**src/rtl/vga_timing_gen_if.sv**
```systemverilog
`default_nettype none
// ============================================================================
//  Module      : vga_timing_gen_if
//  Description : Configuration, pixel-fetch and video-output bundle for
//                vga_timing_gen.
//  Revision    : 1.0  initial release
// ============================================================================
interface vga_timing_gen_if #(
    parameter int CW = 4,
    parameter int HW = 12,
    parameter int VW = 11
);
    logic            enable_i;
    logic [HW-1:0]   h_total_i;
    logic [HW-1:0]   h_sync_i;
    logic [HW-1:0]   h_act_beg_i;
    logic [HW-1:0]   h_act_end_i;
    logic [VW-1:0]   v_total_i;
    logic [VW-1:0]   v_sync_i;
    logic [VW-1:0]   v_act_beg_i;
    logic [VW-1:0]   v_act_end_i;
    logic            hpol_i;
    logic            vpol_i;
    logic [1:0]      mode_i;
    logic [3*CW-1:0] solid_i;
    logic [3*CW-1:0] data_i;
    logic            data_req_o;
    logic [3*CW-1:0] rgb_o;
    logic            de_o;
    logic            hsync_o;
    logic            vsync_o;
    logic            frame_o;

    modport master (
        output enable_i, h_total_i, h_sync_i, h_act_beg_i, h_act_end_i,
               v_total_i, v_sync_i, v_act_beg_i, v_act_end_i,
               hpol_i, vpol_i, mode_i, solid_i, data_i,
        input  data_req_o, rgb_o, de_o, hsync_o, vsync_o, frame_o
    );

    modport slave (
        input  enable_i, h_total_i, h_sync_i, h_act_beg_i, h_act_end_i,
               v_total_i, v_sync_i, v_act_beg_i, v_act_end_i,
               hpol_i, vpol_i, mode_i, solid_i, data_i,
        output data_req_o, rgb_o, de_o, hsync_o, vsync_o, frame_o
    );
endinterface
`default_nettype wire

```
**src/rtl/vga_timing_gen.sv**
```systemverilog
`default_nettype none
// ============================================================================
//  Module      : vga_timing_gen
//  Description : Runtime-programmable VGA timing with frame-synchronous shadow
//                configuration and a two-stage pixel/test-pattern pipeline.
//  Revision    : 1.0  initial release
// ============================================================================
module vga_timing_gen #(
    parameter int CW = 4,
    parameter int HW = 12,
    parameter int VW = 11
) (
    input  logic            clk,
    input  logic            reset,
    vga_timing_gen_if.slave bus
);
    localparam logic [HW-1:0] c_h_one = HW'(1);
    localparam logic [VW-1:0] c_v_one = VW'(1);

    // Shadow configuration, stable for a whole frame
    logic [HW-1:0]   r_h_total, r_h_sync, r_h_act_beg, r_h_act_end, r_bar_w;
    logic [VW-1:0]   r_v_total, r_v_sync, r_v_act_beg, r_v_act_end;
    logic            r_hpol, r_vpol;
    logic [1:0]      r_mode;
    logic [3*CW-1:0] r_solid;

    logic [HW-1:0]   r_h;
    logic [VW-1:0]   r_v;

    // Stage 1
    logic            r1_req, r1_hsync, r1_vsync, r1_frame, r1_bar_zero;
    logic [HW-1:0]   r1_x, r1_bar_cnt;
    logic [VW-1:0]   r1_y;
    logic [2:0]      r1_bar_idx;
    logic [1:0]      r1_mode;
    logic [3*CW-1:0] r1_solid;

    // Stage 2
    logic [3*CW-1:0] r_rgb;
    logic            r_de, r_hsync, r_vsync, r_frame;

    logic            w_idle, w_h_wrap, w_v_wrap, w_load;
    logic            w_hs, w_vs, w_act, w_frame, w_line_start;
    logic [2:0]      w_bar_mask;
    logic [3*CW-1:0] w_pix;

    assign w_idle       = reset || !bus.enable_i;
    assign w_h_wrap     = (r_h >= r_h_total - c_h_one);
    assign w_v_wrap     = (r_v >= r_v_total - c_v_one);
    assign w_load       = w_idle || (w_h_wrap && w_v_wrap);
    assign w_hs         = (r_h < r_h_sync);
    assign w_vs         = (r_v < r_v_sync);
    assign w_act        = (r_h >= r_h_act_beg) && (r_h < r_h_act_end) &&
                          (r_v >= r_v_act_beg) && (r_v < r_v_act_end);
    assign w_frame      = (r_h == '0) && (r_v == '0);
    assign w_line_start = (r_h == r_h_act_beg);

    always_ff @(posedge clk) begin
        if (w_load) begin
            r_h_total   <= bus.h_total_i;
            r_h_sync    <= bus.h_sync_i;
            r_h_act_beg <= bus.h_act_beg_i;
            r_h_act_end <= bus.h_act_end_i;
            r_v_total   <= bus.v_total_i;
            r_v_sync    <= bus.v_sync_i;
            r_v_act_beg <= bus.v_act_beg_i;
            r_v_act_end <= bus.v_act_end_i;
            r_hpol      <= bus.hpol_i;
            r_vpol      <= bus.vpol_i;
            r_mode      <= bus.mode_i;
            r_solid     <= bus.solid_i;
            r_bar_w     <= (bus.h_act_end_i - bus.h_act_beg_i) >> 3;
        end
    end

    // >= rather than == so a counter beyond a freshly reduced total wraps at once
    always_ff @(posedge clk) begin
        if (w_idle) begin
            r_h <= '0;
            r_v <= '0;
        end else if (w_h_wrap) begin
            r_h <= '0;
            r_v <= w_v_wrap ? '0 : r_v + c_v_one;
        end else begin
            r_h <= r_h + c_h_one;
        end
    end

    always_ff @(posedge clk) begin
        if (w_idle) begin
            r1_req      <= 1'b0;
            r1_hsync    <= ~bus.hpol_i;
            r1_vsync    <= ~bus.vpol_i;
            r1_frame    <= 1'b0;
            r1_x        <= '0;
            r1_y        <= '0;
            r1_bar_cnt  <= '0;
            r1_bar_idx  <= '0;
            r1_bar_zero <= 1'b0;
            r1_mode     <= '0;
            r1_solid    <= '0;
        end else begin
            r1_req      <= w_act;
            r1_hsync    <= r_hpol ? w_hs : ~w_hs;
            r1_vsync    <= r_vpol ? w_vs : ~w_vs;
            r1_frame    <= w_frame;
            r1_bar_zero <= (r_bar_w == '0);
            r1_mode     <= r_mode;
            r1_solid    <= r_solid;
            // x/y and bar position restart at the first active column of each line
            if (w_line_start) begin
                r1_x       <= '0;
                r1_y       <= (r_v == r_v_act_beg) ? '0 : r1_y + c_v_one;
                r1_bar_cnt <= '0;
                r1_bar_idx <= '0;
            end else begin
                r1_x <= r1_x + c_h_one;
                if (r1_bar_cnt >= r_bar_w - c_h_one) begin
                    r1_bar_cnt <= '0;
                    if (r1_bar_idx != 3'd7)
                        r1_bar_idx <= r1_bar_idx + 3'd1;
                end else begin
                    r1_bar_cnt <= r1_bar_cnt + c_h_one;
                end
            end
        end
    end

    // Bar colour as {blue,green,red} enables: R G B Y C M K W
    always_comb begin
        w_bar_mask = 3'b111;
        case (r1_bar_idx)
            3'd0: w_bar_mask = 3'b001;
            3'd1: w_bar_mask = 3'b010;
            3'd2: w_bar_mask = 3'b100;
            3'd3: w_bar_mask = 3'b011;
            3'd4: w_bar_mask = 3'b110;
            3'd5: w_bar_mask = 3'b101;
            3'd6: w_bar_mask = 3'b000;
            3'd7: w_bar_mask = 3'b111;
        endcase
    end

    always_comb begin
        w_pix = '0;
        case (r1_mode)
            2'd0: w_pix = bus.data_i;
            2'd1: begin
                if (r1_bar_zero)
                    w_pix = '1;
                else
                    w_pix = {{CW{w_bar_mask[2]}}, {CW{w_bar_mask[1]}}, {CW{w_bar_mask[0]}}};
            end
            2'd2: w_pix = {(3*CW){r1_x[4] ^ r1_y[4]}};
            2'd3: w_pix = r1_solid;
        endcase
    end

    always_ff @(posedge clk) begin
        if (w_idle) begin
            r_rgb   <= '0;
            r_de    <= 1'b0;
            r_hsync <= ~bus.hpol_i;
            r_vsync <= ~bus.vpol_i;
            r_frame <= 1'b0;
        end else begin
            r_rgb   <= r1_req ? w_pix : '0;
            r_de    <= r1_req;
            r_hsync <= r1_hsync;
            r_vsync <= r1_vsync;
            r_frame <= r1_frame;
        end
    end

    assign bus.data_req_o = r1_req;
    assign bus.rgb_o      = r_rgb;
    assign bus.de_o       = r_de;
    assign bus.hsync_o    = r_hsync;
    assign bus.vsync_o    = r_vsync;
    assign bus.frame_o    = r_frame;
endmodule
`default_nettype wire

```
**src/flat_wrapper.sv**
```systemverilog
// flat-port wrapper written by rule: the top's interface ports become plain ports
module vga_timing_gen_flat 
#(
    parameter int CW = 4,
    parameter int HW = 12,
    parameter int VW = 11
)
  (clk, reset, bus_enable_i, bus_h_total_i, bus_h_sync_i, bus_h_act_beg_i, bus_h_act_end_i, bus_v_total_i, bus_v_sync_i, bus_v_act_beg_i, bus_v_act_end_i, bus_hpol_i, bus_vpol_i, bus_mode_i, bus_solid_i, bus_data_i, bus_data_req_o, bus_rgb_o, bus_de_o, bus_hsync_o, bus_vsync_o, bus_frame_o);
  vga_timing_gen_if #(.CW(CW), .HW(HW), .VW(VW)) bus_i ();
  input  logic clk;
  input  logic reset;
  input wire logic [$bits(bus_i.enable_i)-1:0] bus_enable_i;
  input wire logic [$bits(bus_i.h_total_i)-1:0] bus_h_total_i;
  input wire logic [$bits(bus_i.h_sync_i)-1:0] bus_h_sync_i;
  input wire logic [$bits(bus_i.h_act_beg_i)-1:0] bus_h_act_beg_i;
  input wire logic [$bits(bus_i.h_act_end_i)-1:0] bus_h_act_end_i;
  input wire logic [$bits(bus_i.v_total_i)-1:0] bus_v_total_i;
  input wire logic [$bits(bus_i.v_sync_i)-1:0] bus_v_sync_i;
  input wire logic [$bits(bus_i.v_act_beg_i)-1:0] bus_v_act_beg_i;
  input wire logic [$bits(bus_i.v_act_end_i)-1:0] bus_v_act_end_i;
  input wire logic [$bits(bus_i.hpol_i)-1:0] bus_hpol_i;
  input wire logic [$bits(bus_i.vpol_i)-1:0] bus_vpol_i;
  input wire logic [$bits(bus_i.mode_i)-1:0] bus_mode_i;
  input wire logic [$bits(bus_i.solid_i)-1:0] bus_solid_i;
  input wire logic [$bits(bus_i.data_i)-1:0] bus_data_i;
  output wire logic [$bits(bus_i.data_req_o)-1:0] bus_data_req_o;
  output wire logic [$bits(bus_i.rgb_o)-1:0] bus_rgb_o;
  output wire logic [$bits(bus_i.de_o)-1:0] bus_de_o;
  output wire logic [$bits(bus_i.hsync_o)-1:0] bus_hsync_o;
  output wire logic [$bits(bus_i.vsync_o)-1:0] bus_vsync_o;
  output wire logic [$bits(bus_i.frame_o)-1:0] bus_frame_o;
  assign bus_i.enable_i = bus_enable_i;
  assign bus_i.h_total_i = bus_h_total_i;
  assign bus_i.h_sync_i = bus_h_sync_i;
  assign bus_i.h_act_beg_i = bus_h_act_beg_i;
  assign bus_i.h_act_end_i = bus_h_act_end_i;
  assign bus_i.v_total_i = bus_v_total_i;
  assign bus_i.v_sync_i = bus_v_sync_i;
  assign bus_i.v_act_beg_i = bus_v_act_beg_i;
  assign bus_i.v_act_end_i = bus_v_act_end_i;
  assign bus_i.hpol_i = bus_hpol_i;
  assign bus_i.vpol_i = bus_vpol_i;
  assign bus_i.mode_i = bus_mode_i;
  assign bus_i.solid_i = bus_solid_i;
  assign bus_i.data_i = bus_data_i;
  assign bus_data_req_o = bus_i.data_req_o;
  assign bus_rgb_o = bus_i.rgb_o;
  assign bus_de_o = bus_i.de_o;
  assign bus_hsync_o = bus_i.hsync_o;
  assign bus_vsync_o = bus_i.vsync_o;
  assign bus_frame_o = bus_i.frame_o;
  vga_timing_gen #(.CW(CW), .HW(HW), .VW(VW)) u_core (.clk(clk), .reset(reset), .bus(bus_i));
endmodule
```
**config.mk**
```make
export PLATFORM = sky130hd
export DESIGN_NAME = vga_timing_gen_flat
export DESIGN_NICKNAME = d
export VERILOG_FILES = /design/src/rtl/vga_timing_gen_if.sv /design/src/rtl/vga_timing_gen.sv /design/src/flat_wrapper.sv
export SDC_FILE = /design/constraint.sdc
export NUM_CORES = 1
export LEC_CHECK = 0
export ABC_AREA = 0
export BUFFER_PORTS_ARGS = -buffer_cell sky130_fd_sc_hd__buf_2
export CAP_MARGIN = 20
export CORE_MARGIN = 2
export CORE_UTILIZATION = 55
export CTS_CLUSTER_DIAMETER = 100
export DETAILED_ROUTE_END_ITERATION = 10
export MAX_ROUTING_LAYER = met4
export PLACE_DENSITY = 0.75
export SLEW_MARGIN = 20
export SYNTH_ARGS = -nofsm -noshare
export SYNTH_HDL_FRONTEND = slang
export SYNTH_SLANG_ARGS = --single-unit
```
**constraint.sdc**
```tcl
create_clock -name clk -period 15.05 [get_ports clk]
set_input_delay 1.505 -clock clk [delete_from_list [all_inputs] [get_ports clk]]
set_output_delay 1.505 -clock clk [all_outputs]
set_load 0.03 [all_outputs]
```
==> results of run 1 <==
-- cell type report --
cell class	count	area (µm²)
repair buffers	144	733
flip-flops and latches	203	5240
multi-input cells	626	4670
fillers	1453	6540
well taps	234	293
inverters	100	375
clock buffers	29	629
clock inverters	11	106
-- logic make-up (layout without fill, tap and decap cells) --
group                    after synthesis  after routing  synth area share
AND/OR/NAND/NOR                      257            257             0.129
adder cells (fa/ha/maj)              124            124             0.150
flip-flops                           203            203             0.506
AO/OA/AOI/OAI                        179            179             0.114
buffers and inverters                117            284            0.0442
multiplexers                           6              6           0.00580
XOR/XNOR                              60             60            0.0515
-- routing by layer --
metal,routed length [µm],global-route usage,vias to the layer above
met5,0,-,-
met4,484,0.0584,0
met3,1210,0.0350,40
met2,9540,0.346,213
met1,9360,0.277,3377
li1,-,-,3703
-- worst max-delay path, stage by stage (launching register included) --
cell,delay (ns)
edfxtp_1,0.42
nor3_1,0.28
nor3b_1,0.44
nand2_1,0.19
ha_1,0.36
a211oi_2,0.23
nand2_1,0.11
a2111oi_2,0.35
or3_1,0.38
mux2i_1,0.27
nor2_1,0.09
ha_1,0.32
and2_1,0.16
o21ai_0,0.14
a21oi_1,0.08
-- power by group through the flow --
stage	clock network (µW)	logic [µW]	registers [µW]
finish	538	115	639
global route	572	131	642
CTS	550	116	639
detailed placement	0	115	650
global placement	0	111	650
floorplan	0	74.4	653
-- metrics by stage --
| stage | hold WS (ns) | utilization | power (µW) | worst slack, ns |
|---|---|---|---|---|
| floorplan | 0.403 | - | 727 | 4.05 |
| global placement | 0.411 | 0.608 | 761 | 11.20 |
| detailed placement | 0.413 | 0.608 | 766 | 11.11 |
| CTS | 0.431 | 0.648 | 1300 | 11.07 |
| global route | 0.442 | 0.648 | 1340 | 10.70 |
| finish | 0.432 | 0.648 | 1290 | 11.11 |
-- state kept, by name, summed over array words and instances, names as in the netlist, 9 cells and up --
register,cells
u_core.r1_solid,12
u_core.r_h_act_beg,12
u_core.r_h_act_end,12
u_core.bus.rgb_o,12
u_core.r_h,12
u_core.r_v_act_end,11
u_core.r_solid,12
u_core.r_v_total,11
u_core.r_bar_w,9
u_core.r_h_sync,12
u_core.r_h_total,12
u_core.r_v_sync,11
u_core.r1_bar_cnt,12
u_core.r_v,11
u_core.r_v_act_beg,11
-- cell usage in the layout, fill, tap and decap left out, drive strengths merged, types with 4 or more instances in the layout --
| cell type | n |
|---|---|
| buf | 144 |
| ha | 124 |
| edfxtp | 117 |
| inv | 101 |
| dfxtp | 86 |
| nor2 | 67 |
| o21ai | 55 |
| a21oi | 37 |
| and2 | 31 |
| xnor2 | 30 |
| xor2 | 30 |
| clkbuf | 29 |
| nand2 | 28 |
| a21o | 28 |
| nand3 | 26 |
| nand4 | 23 |
| and3 | 23 |
| a211oi | 17 |
| nor3 | 14 |
| nand2b | 10 |
| nor4 | 9 |
| nor2b | 8 |
| clkinv | 8 |
| o31ai | 7 |
| mux2i | 6 |
| and4 | 4 |
| nor3b | 4 |
| or3 | 4 |
-- how the worst max path moves through the flow --
stage,startpoint,endpoint,slack (ns),cells past startpoint
after CTS,u_core.r_bar_w[2]$_DFFE_PP_,u_core.w_bar_mask[1]$_DFF_P_,11.07,14
after detailed placement,u_core.r_bar_w[2]$_DFFE_PP_,u_core.w_bar_mask[1]$_DFF_P_,11.11,14
after global routing,u_core.r_bar_w[2]$_DFFE_PP_,u_core.w_bar_mask[1]$_DFF_P_,10.70,14
after global placement,u_core.r_bar_w[2]$_DFFE_PP_,u_core.w_bar_mask[1]$_DFF_P_,11.20,14
after floorplan,u_core.r_h_total[0]$_DFFE_PP_,u_core.r_bar_w[0]$_DFFE_PP_,4.05,12
final,u_core.r_bar_w[2]$_DFFE_PP_,u_core.w_bar_mask[1]$_DFF_P_,11.11,14
==> metrics.csv, run 1 <==
metric;value;unit
grt_max_degree;67;
slew_headroom;0.438;
fin_crit_sh;0.262;
die_x;141;µm
p_int;1000;µW
cp-end-kind;register;
ctsResizeCount;0;
antenna_found_initial;0;
r2r_cells;14;
p_sw_frac;0.225;
cts_root_buf;clkbuf_16;
p_switching;291;µW
track_usage;0.213;
ys_seq_area_frac;0.506;
synth_top_area_share;0.339;
numClockSinks;203;
io_pins;140;
rows;50;
synth_area_leaders;edfxtp_1 (34%), dfxtp_1 (17%), ha_1 (15%);
power.leakage;0.00553;µW
n_antenna_cell;0;
synthToLayoutAreaGrowth;16.3;%
start_util;0.557;
wl_per_cell;15.3;µm
pwr-share-seq;0.494;
viasPerCell;5.44;
clk_latency;0.50;ns
hold_path_depth;1;
synth_top_area_cell;edfxtp_1;
clockBufferDepth;3;
die_y;141;µm
hpwlAfterDp;14.9;mm
rrSetupSlack;11.11;ns
synth_nets;1193;
rsz0062_at_grt;no;
syn_area;10400;µm²
hold_buffers;0;
synth-seq-cells;203;
cts_made_buffers;22;
place_area;11300;µm²
period_minus_slack;3.94;ns
first_pass_iters;4;
synth-edff-count;117;
critical_path_class;register to register;
yosysMostFrequentCell;ha_1;
core;18600;µm²
fmax;0.254;GHz
h-tree-depth;1;
nets;1344;
clk_pin_slew;0.06;ns
pwr-share-clk;0.417;
grt_pass1_vias;7131;
hold_class;register to register;
grt.overflow.total;0;
synth_common_cells;ha_1 (124), edfxtp_1 (117), inv_1 (100);
status;complete, no violations;
cp.required;15.43;ns
setup_viol;0;
fin_cells;1347;
dieArea;19900;µm²
yosys_most_used_dff;edfxtp_1;
worst_setup_path_start_kind;register;
hold_viol;0;
power_frac_comb;0.089;
syn_avg_cell_area;10.9;µm²
port_buffers;139;
drive_gt1_frac;0.173;
drc;0;
drv_cap;0;
reg2reg_from;u_core.r_bar_w[2]$_DFFE_PP_;
report.final.slew_viol_count;0;
worstPathArrival;4.32;ns
synth_cells;946;
cts_tree;yes;
vias;7333;
ir_drop;0.0879;mV
ys_async_sr_fraction;0;
dpl.cell_count;1307;
cellPowerDensity;107;nW/µm²
hold-path-endpoint;u_core.bus.vsync_o$_DFF_P_;
synth_cell_types;62;
ant_nets;0;
worstReg2RegEnd;u_core.w_bar_mask[1]$_DFF_P_;
worstMarginPinSlew;0.844;ns
holdCritStartpoint;u_core.r1_vsync$_DFF_P_;
first_iter_violations;368;
fin_worst_skew;0.00783;ns
drt-total-wl;20.6;mm
gp_congestion;0.890;
fin_setup_tns;0;ns
fin_area;12000;µm²
grt_pass1_wl;33.6;mm
cts_setup_buffers;0;
cp_max_fo;6;
yosys_warnings;0;
(Power assumes the default switching activity.)
==> run 2: changes to the inputs <==
==> constraint.sdc (replaced) <==
create_clock -name clk -period 3.7 [get_ports clk]
set_input_delay 0.37 -clock clk [delete_from_list [all_inputs] [get_ports clk]]
set_output_delay 0.37 -clock clk [all_outputs]
set_load 0.03 [all_outputs]
==> metrics.csv, run 2 (same netlist as run 1, synthesis figures left out) <==
metric;value;unit
hpwlAfterDp;14.8;mm
track_usage;0.211;
worst_setup_path_start_kind;register;
die_x;141;µm
clk_latency;0.49;ns
status;complete, no violations;
ir_drop;0.407;mV
dpl.cell_count;1316;
seqCellArea;5240;µm²
cts_made_buffers;22;
cp_max_fo;3;
fmax;0.278;GHz
fin_worst_skew;0.00855;ns
gp_congestion;0.878;
slew_headroom;0.464;
cp_slowest_cell;edfxtp_1;
power.leakage;0.00560;µW
viasPerCell;5.45;
synthToLayoutAreaGrowth;18.6;%
cp-end-kind;register;
ant_nets;0;
cellPowerDensity;437;nW/µm²
cts_tree;yes;
fin_setup_tns;0;ns
worstPathArrival;3.97;ns
cp_cell_sequence;inv_2 > ha_2 > nand2_1 > or2_2 > nor2_2 > xnor2_1 > ha_1 > nand4_1 > nor2_2 > a2111oi_4 > or3_4 > mux2i_2 > nor2_1 > ha_1 > and2_1 > o21ai_0 > a21oi_1;
grt.overflow.total;0;
dieArea;19900;µm²
n_antenna_cell;0;
grt_pass1_wl;33.4;mm
multi_input_area;4770;µm²
drc;0;
drv_cap;0;
numClockSinks;203;
period_minus_slack;3.59;ns
total_power;5370;µW
crit_buf_inv;1;
cts_root_buf;clkbuf_16;
port_buffers;139;
clk_pin_slew;0.06;ns
first_iter_violations;489;
final_cell_mix;buf_2 (139), ha_1 (122), edfxtp_1 (117), inv_1 (98), dfxtp_1 (86);
fin_cells;1357;
grt_pass1_vias;7037;
fin_crit_sh;0.971;
critPathMaxStageDelay;0.41;ns
clockBufferDepth;3;
die_y;141;µm
report.final.slew_viol_count;0;
final_common_cell;buf_2;
fill_cells;1450;
setup_viol;0;
drive_gt1_frac;0.199;
crit_family;simple AND/OR/NAND/NOR gates;
hold_buffers;0;
hold_viol;0;
worstMarginPinSlew;0.799;ns
core;18600;µm²
critical_path_class;register to register;
start_util;0.557;
rows;50;
wl_per_cell;15.1;µm
drt-total-wl;20.5;mm
hold_class;input port to register;
grt_max_degree;75;
first_pass_iters;4;
io_pins;140;
h-tree-depth;1;
antenna_found_initial;0;
vias;7401;
cp.required;4.08;ns
nets;1354;
==> run 2: worst paths after layout <==
check,from,end,slack (ns),cells after the start
hold reg to reg,u_core.r_solid[9]$_DFFE_PP_,u_core.r1_solid[9]$_SDFF_PP0_,0.44,1
setup / recovery,u_core.r_bar_w[0]$_DFFE_PP_,u_core.w_bar_mask[1]$_DFF_P_,0.11,17
setup reg to reg,u_core.r_bar_w[0]$_DFFE_PP_,u_core.w_bar_mask[1]$_DFF_P_,0.11,17
hold / removal,bus_solid_i[3],u_core.r_solid[3]$_DFFE_PP_,0.05,1
==> run 2: repair_timing <==
item / in CTS / in global routing
setup endpoints to repair: 1 / 2
gates resized for setup: 1 / 10
endpoints found under the hold margin: 0 / 0
pin swaps: 0 / 6
setup buffers: 0 / 1
==> run 2: layout make-up <==
type,instances,share of cell area
repair buffers,154,0.0669
clock buffers,30,0.0550
multi-input cells,626,0.389
clock inverters,10,0.00866
inverters,100,0.0306
flip-flops and latches,203,0.426
well taps,234,0.0238
==> run 2: per-stage QoR <==
| step | setup slack, ns | util | area, µm² | hold slack [ns] |
|---|---|---|---|---|
| global placement | 0.121 | 0.616 | 11400 | 0.409 |
| CTS | 0.0272 | 0.658 | 12200 | 0.0299 |
| finish | 0.106 | 0.661 | 12300 | 0.0474 |
| floorplan | -1.71 | - | 10400 | 0.403 |
| detailed placement | 0.0180 | 0.616 | 11400 | 0.422 |
| global route | -0.124 | 0.661 | 12300 | 0.0259 |
==> run 2: layer usage <==
layer / GRT usage / wire (µm) / up-vias
met4: 0.0611 / 493 / 0
met1: 0.275 / 9380 / 3435
met5: - / 0 / -
li1: - / - / 3726
met2: 0.340 / 9490 / 204
met3: 0.0380 / 1160 / 36
==> run 2: power breakdown <==
part | switching, µW | internal, µW | leakage (µW) | total, µW
logic | 271 | 212 | 0.00339 | 483
registers | 63.8 | 2540 | 0.00183 | 2600
clock network | 863 | 1420 | 0.000377 | 2280
